<file path="src/rtl/pes_usr_gen.sv">
// Universal shift register with single-operation mode and counted bursts.
// A burst latches its operation and length, then applies that operation once per enabled edge.
module pes_usr_gen #(
    parameter int unsigned WIDTH = 8,
    parameter int unsigned CW    = 4
) (
    input  logic             clk,
    input  logic             rst,
    input  logic             en,
    input  logic [2:0]       mode,
    input  logic             sin_r,
    input  logic             sin_l,
    input  logic [WIDTH-1:0] pin,
    input  logic             start,
    input  logic [CW-1:0]    cnt_in,
    output logic [WIDTH-1:0] q,
    output logic             sout_r,
    output logic             sout_l,
    output logic             busy,
    output logic             done
);

    typedef enum logic [1:0] {
        StIdle,
        StRun,
        StDone
    } state_e;

    state_e           state_q, state_d;
    logic [WIDTH-1:0] q_q, q_d;
    logic [2:0]       op_q, op_d;
    logic [CW-1:0]    cnt_q, cnt_d;

    function automatic logic [WIDTH-1:0] apply_op(input logic [2:0]       op,
                                                  input logic [WIDTH-1:0] v,
                                                  input logic             sr,
                                                  input logic             sl,
                                                  input logic [WIDTH-1:0] p);
        logic [WIDTH-1:0] r;
        r = v;
        unique case (op)
            3'b000: r = v;
            3'b001: r = {sr, v[WIDTH-1:1]};
            3'b010: r = {v[WIDTH-2:0], sl};
            3'b011: r = p;
            3'b100: r = {v[0], v[WIDTH-1:1]};
            3'b101: r = {v[WIDTH-2:0], v[WIDTH-1]};
            3'b110: r = {v[WIDTH-1], v[WIDTH-1:1]};
            3'b111: r = '0;
            default: r = v;
        endcase
        return r;
    endfunction

    always_comb begin
        state_d = state_q;
        q_d     = q_q;
        op_d    = op_q;
        cnt_d   = cnt_q;
        if (en) begin
            unique case (state_q)
                StIdle, StDone: begin
                    if (start) begin
                        // Start edge only arms the burst; q is untouched.
                        op_d    = mode;
                        cnt_d   = cnt_in;
                        state_d = (cnt_in == '0) ? StDone : StRun;
                    end else begin
                        q_d     = apply_op(mode, q_q, sin_r, sin_l, pin);
                        state_d = StIdle;
                    end
                end
                StRun: begin
                    q_d   = apply_op(op_q, q_q, sin_r, sin_l, pin);
                    cnt_d = cnt_q - CW'(1);
                    if (cnt_q == CW'(1)) begin
                        state_d = StDone;
                    end
                end
                default: state_d = StIdle;
            endcase
        end
    end

    always_ff @(posedge clk or posedge rst) begin
        if (rst) begin
            state_q <= StIdle;
            q_q     <= '0;
            op_q    <= 3'b000;
            cnt_q   <= '0;
        end else begin
            state_q <= state_d;
            q_q     <= q_d;
            op_q    <= op_d;
            cnt_q   <= cnt_d;
        end
    end

    assign q      = q_q;
    assign sout_r = q_q[0];
    assign sout_l = q_q[WIDTH-1];
    assign busy   = (state_q == StRun);
    // A pending done is held in StDone and only shown while enabled.
    assign done   = (state_q == StDone) && en;

endmodule
</file>
<file path="config.mk">
export PLATFORM = sky130hd
export DESIGN_NAME = pes_usr_gen
export DESIGN_NICKNAME = d
export VERILOG_FILES = /design/src/rtl/pes_usr_gen.sv
export SDC_FILE = /design/constraint.sdc
export NUM_CORES = 1
export LEC_CHECK = 0
export ABC_AREA = 0
export CORE_MARGIN = 4
export CORE_UTILIZATION = 52
export CTS_BUF_LIST = sky130_fd_sc_hd__clkbuf_8
export DETAILED_ROUTE_END_ITERATION = 6
export HOLD_SLACK_MARGIN = 0.08
export PLACE_DENSITY = 0.84
export SLEW_MARGIN = 10
export SYNTH_ARGS = -nofsm -noshare
export SYNTH_HDL_FRONTEND = slang
export SYNTH_SLANG_ARGS = --single-unit
</file>
<file path="constraint.sdc">
create_clock -name clk -period 4.8 [get_ports clk]
set_input_delay 0.96 -clock clk [delete_from_list [all_inputs] [get_ports clk]]
set_output_delay 0.96 -clock clk [all_outputs]
set_load 0.005 [all_outputs]
</file>
==> results.yml, run 1 <==
global_routing:
  grt_max_degree: 18
  gr-usage-all-layers_pct: 22.9
  grt_overflow: 0
  antenna_found_initial: 0
  grt_pass1_vias: 1362
  grt_pass1_wl_mm: 6.05
power_and_ir_drop:
  leakage_uw: 0.000641
  power_density_mw_per_mm2: 516
  peakVddDrop_v: 0.000319
die:
  die_h_um: 57.9
  dieArea_mm2: 0.00335
  num_io_pins: 33
  die_x_um: 57.9
  start_util_pct: 56.4
  num_rows: 17
  core_mm2: 0.00230
synth:
  ys_seq_elements: 17
  synth_ff_type: "dfrtp_1"
  synth_top_area_share_pct: 32.9
  yosysSeqAreaShare_pct: 32.9
  synth_fp_nets: 188
  yosysTopAreaCell: "dfrtp_1"
  synth.avg_cell_area_um2: 7.85
  synthTopCellsByArea: "dfrtp_1 (33%), o21ai_0 (6.2%), nand2_1 (5.8%)"
  synthArstFlopShare_pct: 100
  synth_edf_count: 0
  synth_most_common_cell: "nand2_1"
  synth_common_cells: "nand2_1 (20), dfrtp_1 (17), o21ai_0 (16)"
  synthesis.area_mm2: 0.00129
  syn-instance-count: 165
  synth.distinct_cells: 43
  yosysWarnings: 0
clock_tree:
  hold_buffers: 0
  cts_resized: 0
  path_clk_slew_ns: 0.07
  clock_path_buffers: 2
  cts_root_buffer: "clkbuf_8"
  cts_tree: "built"
  worstSkewPairLatency_ns: 0.25
  post_cts_buffers: 0
  clock_sinks: 17
  cts_made_buffers: 3
  h-tree-depth: 1
detailed_routing:
  drt_iter0_markers: 78
  wl_per_cell_um: 16.5
  num_vias: 1419
  wl_met1_mm: 1.41
  route.met2.wl_mm: 1.80
  dr_wl_met3_um: 303
  top_layer_used: "met4"
  drcViolationCount: 0
  drt-pass1-iter-count: 5
  wirelength_mm: 3.59
  antenna_left: 0
  via_per_inst: 6.51
worst_setup_path:
  worstSetupPathType: "in2out"
  cp.arrival_ns: 2.28
  worst-r2r-cell-count: 6
  slowest_delay_ns: 0.57
  slowest_stage: "clkdlybuf4s50_1"
  path_max_fanout: 6
  cpMostUsedCell: "clkdlybuf4s50_1"
  critPathLaunchType: "input pin"
  path_cells: "clkdlybuf4s50_1 > nand2b_1 > nor2_1 > clkdlybuf4s50_1"
  end_kind: "output port"
  worstPathRequired_ns: 3.84
placed_design:
  io_buffers: 32
  routabilityCongestion: 0.902
  placed_cells: 214
  hpwl_mm: 2.68
final_layout:
  instances_no_fill: 218
  drive_above_1_share_pct: 5.79
  synthToLayoutAreaGrowth_pct: 26.8
  nNetsFinal: 214
  nFillCells: 206
  antenna_cells: 0
timing:
  finalSetupTns_ns: 0
  tightest_slew_ns: 0.700
  relSlewSlack_pct: 52.9
  grt_setup_unrepaired: "no"
  fin_crit_sh_pct: 67.5
  setup_viol: 0
  final_max_slew_viol_count: 0
  fin_skew_ns: 0.00110
  hold_viol: 0
  fmax_mhz: 309
  min_period_ns: 3.24
worst_hold_path:
  hold_depth: 2
  hold_path.class: "reg2reg"
run:
  maxCapViolCount: 0
run_status:
  status: "complete, no violations"
-- final cells by class --
cell class | count | area, um2 | share of cell area, %
clock buffer | 3 | 41.3 | 2.52
multi-input combinational | 124 | 766 | 46.6
timing repair buffer | 32 | 320 | 19.5
tap | 28 | 35.0 | 2.13
sequential | 17 | 425 | 25.9
clock inverter | 1 | 5.00 | 0.305
inverter | 13 | 48.8 | 2.97
-- final timing paths --
path,to,from,slack (ns)
worst max-delay path,done,en,1.56
worst min-delay path,cnt_q[1],cnt_q[1],0.53
max in group asynchronous,op_q[0],rst,3.26
min in group asynchronous,cnt_q[1],rst,1.11
worst max register to register,q[7],state_q[1],2.67
worst min register to register,cnt_q[1],cnt_q[1],0.53
-- report_power, final --
part | switching (uW) | internal, uW | total, uW
sequential | 101 | 205 | 306
combinational | 214 | 217 | 431
clock | 52.6 | 57.7 | 110
-- layer usage --
metal  vias to the layer above  track usage (%)
met3                        10             4.90
li1                        664                -
met4                         0             9.60
met5                         -                0
met1                       673             27.8
met2                        72             39.0
-- stage by stage --
step | cell area, um2 | util [%] | hold WS (ns) | setup WS (ns) | total power (uW)
final | 1640 | 71.5 | 0.525 | 1.56 | 847
after global routing | 1640 | 71.5 | 0.566 | 1.47 | 916
after global placement | 1600 | 69.4 | 0.502 | 1.61 | 711
after detailed placement | 1600 | 69.4 | 0.517 | 1.56 | 733
after CTS | 1640 | 71.5 | 0.533 | 1.55 | 844
after floorplan | 1290 | - | 0.473 | 2.71 | 566
-- critical path, delay by kind of cell --
family | cells | cell delay, ns
and+or+nand+nor | 2 | 0.23
buffers and inverters | 2 | 1.09
-- cell families (layout without fill, tap and decap cells) --
group	count (synthesis)	after routing	synth area share (%)
AND/OR/NAND/NOR	61	61	22.8
AO/OA/AOI/OAI	56	56	30.2
buffers and inverters	24	49	8.02
flip-flops	17	17	32.9
multiplexers	5	5	4.15
adder cells (fa/ha/maj)	2	2	1.93
-- cells in the final DEF (no fill, tap or decap), drive strengths merged, types with 2 or more instances in the layout --
cell type / n
inv: 13
nand2: 20
clkbuf: 3
a2111oi: 2
o21ai: 17
a222oi: 5
a31oi: 2
a21oi: 9
a211oi: 2
nand3: 5
mux2: 3
o31a: 2
and3: 2
o31ai: 4
nor3: 8
nand2b: 3
dfrtp: 17
mux2i: 2
nor3b: 2
nor2: 12
nor2b: 5
o211ai: 5
ha: 2
clkdlybuf4s50: 32
-- flip-flops by register name, indices dropped and copies added, names as in the netlist --
name	flops
cnt_q	4
state_q	2
q	8
op_q	3
Power figures use the tool's default switching activity.
==> run 2, diff against run 1 <==
Settings changed: CORE_UTILIZATION 52 to 50, PLACE_DENSITY 0.84 to 0.81.
Clock period 4.8 ns to 3.15 ns, I/O delays scaled along.
==> results.yml, run 2 (same netlist as run 1, synthesis figures left out) <==
final_layout:
  largest_reg_flops: 8
  nNetsFinal: 215
  fin_area_mm2: 0.00165
  antenna_cells: 0
  final_cell_mix: "clkdlybuf4s50_1 (32), nand2_1 (20), dfrtp_1 (17)"
  drive_above_1_share_pct: 6.28
  synthToLayoutAreaGrowth_pct: 27.5
  nFillCells: 225
  fin_util_pct: 66.7
  layout_commonest_cell: "clkdlybuf4s50_1"
global_routing:
  antenna_found_initial: 0
  grt_max_degree: 18
  grt_pass1_vias: 1336
  gr-usage-all-layers_pct: 21.1
  grt_overflow: 0
  grt_pass1_wl_mm: 5.67
clock_tree:
  cts_made_buffers: 3
  cts_root_buffer: "clkbuf_8"
  clock_path_buffers: 2
  cts_tree: "built"
  cts_resized: 0
  hold_buffers: 0
  clock_sinks: 17
  path_clk_slew_ns: 0.07
  worstSkewPairLatency_ns: 0.25
  post_cts_buffers: 0
  h-tree-depth: 1
power_and_ir_drop:
  leakage_uw: 0.000646
  power_density_mw_per_mm2: 778
  peakVddDrop_v: 0.000453
die:
  die_x_um: 58.9
  num_io_pins: 33
  dieArea_mm2: 0.00347
  num_rows: 18
  core_mm2: 0.00248
  start_util_pct: 52.3
  die_h_um: 58.9
worst_hold_path:
  holdPathEnd: "cnt_q[3]"
  hold_depth: 1
  hold_path.class: "reg2reg"
  hold_start: "cnt_q[3]"
worst_setup_path:
  reg2reg_slack_ns: 1.04
  rr_endpoint: "q[7]"
  end_kind: "output port"
  critPathLaunchType: "input pin"
  cp.arrival_ns: 1.95
  path_max_fanout: 6
  worstSetupPathType: "in2out"
  worstPathRequired_ns: 2.52
  worst-r2r-cell-count: 6
  reg2reg_from: "state_q[1]"
placed_design:
  io_buffers: 32
  dp_slack_ns: 0.545
  place_area_mm2: 0.00161
  routabilityCongestion: 0.911
  hpwl_mm: 2.58
run_status:
  status: "complete, no violations"
detailed_routing:
  drt_iter0_markers: 99
  wl_per_cell_um: 15.7
  via_per_inst: 6.26
  wl_met1_mm: 1.40
  antenna_left: 0
  top_layer_used: "met4"
  route.met2.wl_mm: 1.73
  wirelength_mm: 3.48
  drcViolationCount: 0
  dr_wl_met3_um: 304
  drt-pass1-iter-count: 6
  num_vias: 1383
run:
  maxCapViolCount: 0
timing:
  final_max_slew_viol_count: 0
  finalSetupTns_ns: 0
  relSlewSlack_pct: 54.8
  grt_setup_unrepaired: "no"
  fin_crit_sh_pct: 81.8
  holdWs_ns: 0.528
  min_period_ns: 2.58
  setup_viol: 0
  layout_setup_ws_ns: 0.572
  hold_viol: 0
  fmax_mhz: 388
  tightest_slew_ns: 0.672
  fin_skew_ns: 0.00388
[run 2: critical path, cell delays in order]
cell and delay (ns):
clkdlybuf4s50_1 0.58, nand2b_1 0.13, nor2_1 0.10, clkdlybuf4s50_1 0.51
[run 2: cell type report]
type                    instances  area, um2  area share (%)
clock buffers                   3       41.3            2.50
clock inverters                 1       5.00           0.303
flip-flops and latches         17        425            25.8
repair buffers                 33        328            19.8
well taps                      30       37.5            2.27
multi-input cells             124        766            46.4
inverters                      13       48.8            2.95
[run 2: worst max-delay path by stage]
stage	startpoint	endpoint	slack, ns
floorplan	en	q[7]	1.39
global placement	mode[0]	q[7]	0.60
detailed placement	mode[0]	q[7]	0.55
CTS	en	done	0.58
global route	en	done	0.51
finish	en	done	0.57
[run 2: power by group]
| group | switching, uW | internal [uW] | total, uW | leakage, uW |
|---|---|---|---|---|
| clock network | 79.8 | 87.9 | 168 | 0.0000255 |
| logic | 318 | 331 | 649 | 0.000409 |
| registers | 156 | 313 | 469 | 0.000211 |
| total | 554 | 731 | 1290 | 0.000646 |
[run 2: per-layer routing]
metal / vias to the layer above / GRT usage [%]
met5: - / 0
met4: 0 / 9.39
met3: 7 / 3.73
met2: 72 / 35.6
met1: 645 / 26.1
li1: 659 / -
[run 2: metrics by stage]
| stage | total power, uW | cells |
|---|---|---|
| final | 1290 | 221 |
| after global routing | 1380 | 221 |
| after CTS | 1280 | 221 |
| after detailed placement | 1110 | 217 |
| after global placement | 1090 | 217 |
| after floorplan | 863 | 165 |
==> run 3, diff against run 2 <==
Settings changed: CORE_UTILIZATION 50 to 46, PLACE_DENSITY 0.81 to 0.79.
Clock period 3.15 ns to 2.2 ns, I/O delays scaled along.
==> results.yml, run 3 (same netlist as run 1, synthesis figures left out) <==
timing:
  final_max_slew_viol_count: 0
  hold_viol: 0
  layout_setup_ws_ns: 0.115
  finalSetupTns_ns: 0
  setup_viol: 0
  relSlewSlack_pct: 52.7
  min_period_ns: 2.08
  tightest_slew_ns: 0.709
  grt_setup_unrepaired: "no"
  fin_crit_sh_pct: 94.8
  fin_skew_ns: 0.00725
  fmax_mhz: 480
clock_tree:
  path_clk_slew_ns: 0.07
  cts_root_buffer: "clkbuf_8"
  clock_sinks: 17
  clock_path_buffers: 2
  cts_made_buffers: 3
  h-tree-depth: 1
  worstSkewPairLatency_ns: 0.26
  hold_buffers: 0
  cts_tree: "built"
  cts_resized: 0
  post_cts_buffers: 0
detailed_routing:
  antenna_left: 0
  via_per_inst: 6.25
  wirelength_mm: 3.73
  drt_iter0_markers: 105
  drt-pass1-iter-count: 6
  num_vias: 1437
  drcViolationCount: 0
  wl_per_cell_um: 16.2
die:
  dieArea_mm2: 0.00373
  start_util_pct: 50.0
  core_mm2: 0.00259
  num_rows: 18
  die_x_um: 61.1
  die_h_um: 61.1
  num_io_pins: 33
placed_design:
  dp_slack_ns: 0.00482
  io_buffers: 32
  hpwl_mm: 2.87
  routabilityCongestion: 0.980
power_and_ir_drop:
  leakage_uw: 0.000707
  pwr-share-comb_pct: 53.4
  internal_power_uw: 1090
  power_switching_uw: 816
  peakVddDrop_v: 0.000682
  total_power_uw: 1900
  seqPwrFrac_pct: 33.9
  power_density_mw_per_mm2: 1100
  power.share.clock_pct: 12.7
  swShare_pct: 42.9
final_layout:
  nFillCells: 234
  nNetsFinal: 224
  layout_commonest_cell: "clkdlybuf4s50_1"
  final_cell_mix: "clkdlybuf4s50_1 (31), nand2_1 (20), dfrtp_1 (17)"
  antenna_cells: 0
  regArea_um2: 425
  multi_input_area_um2: 766
  largest_reg_flops: 8
  drive_above_1_share_pct: 10.5
  synthToLayoutAreaGrowth_pct: 33.1
run_status:
  status: "complete, no violations"
worst_hold_path:
  hold_depth: 1
  hold_path.class: "reg2reg"
worst_setup_path:
  worstSetupPathType: "reg2out"
  critPathLaunchType: "register"
  cp.arrival_ns: 1.64
  worst-r2r-cell-count: 6
  end_kind: "output port"
  path_max_fanout: 13
  worstPathRequired_ns: 1.76
run:
  maxCapViolCount: 0
global_routing:
  antenna_found_initial: 0
  gr-usage-all-layers_pct: 22.8
  grt_pass1_vias: 1475
  grt_overflow: 0
  grt_max_degree: 18
  grt_pass1_wl_mm: 6.43
==> run 3: final cells by class <==
| class | count | share of cell area [%] |
|---|---|---|
| clock inverters | 1 | 0.290 |
| inverters | 13 | 2.98 |
| multi-input cells | 124 | 44.4 |
| repair buffers | 42 | 23.1 |
| clock buffers | 3 | 2.39 |
| well taps | 30 | 2.18 |
| flip-flops and latches | 17 | 24.7 |
==> run 3: layer usage <==
metal / vias to the layer above / GRT usage (%) / wire (um)
li1: 682 / - / -
met1: 670 / 27.9 / 1590
met2: 77 / 39.9 / 1790
met3: 8 / 4.40 / 292
met4: 0 / 8.05 / 52
met5: - / 0 / 0
==> run 3: final timing paths <==
kind / startpoint / to / slack [ns]
setup / recovery: state_q[1] / busy / 0.12
hold / removal: cnt_q[3] / cnt_q[3] / 0.52
setup reg to reg: state_q[0] / q[5] / 0.26
hold reg to reg: cnt_q[3] / cnt_q[3] / 0.52
max in group asynchronous: rst / cnt_q[3] / 1.16
min in group asynchronous: rst / cnt_q[0] / 0.59
==> run 3: metrics by stage <==
step	utilization [%]	instances	instance area, um2	hold slack, ns
6_report	66.6	230	1720	0.519
5_1_grt	66.6	230	1720	0.567
4_1_cts	66.4	230	1720	0.521
3_5_place_dp	64.6	226	1670	0.506
3_3_place_gp	64.6	226	1670	0.497
2_1_floorplan	-	165	1290	0.366
==> run 3: critical path, cell delays in order, from the launching register on <==
cell and delay (ns):
dfrtp_1 0.38, nand2b_2 0.32, inv_4 0.18, clkdlybuf4s50_1 0.52
==> run 3: power groups by stage <==
stage / combinational, uW / sequential (uW) / clock, uW
global route: 1140 / 669 / 263
CTS: 1010 / 640 / 246
global placement: 977 / 632 / 0
floorplan: 654 / 581 / 0
finish: 1020 / 644 / 242
detailed placement: 1010 / 643 / 0
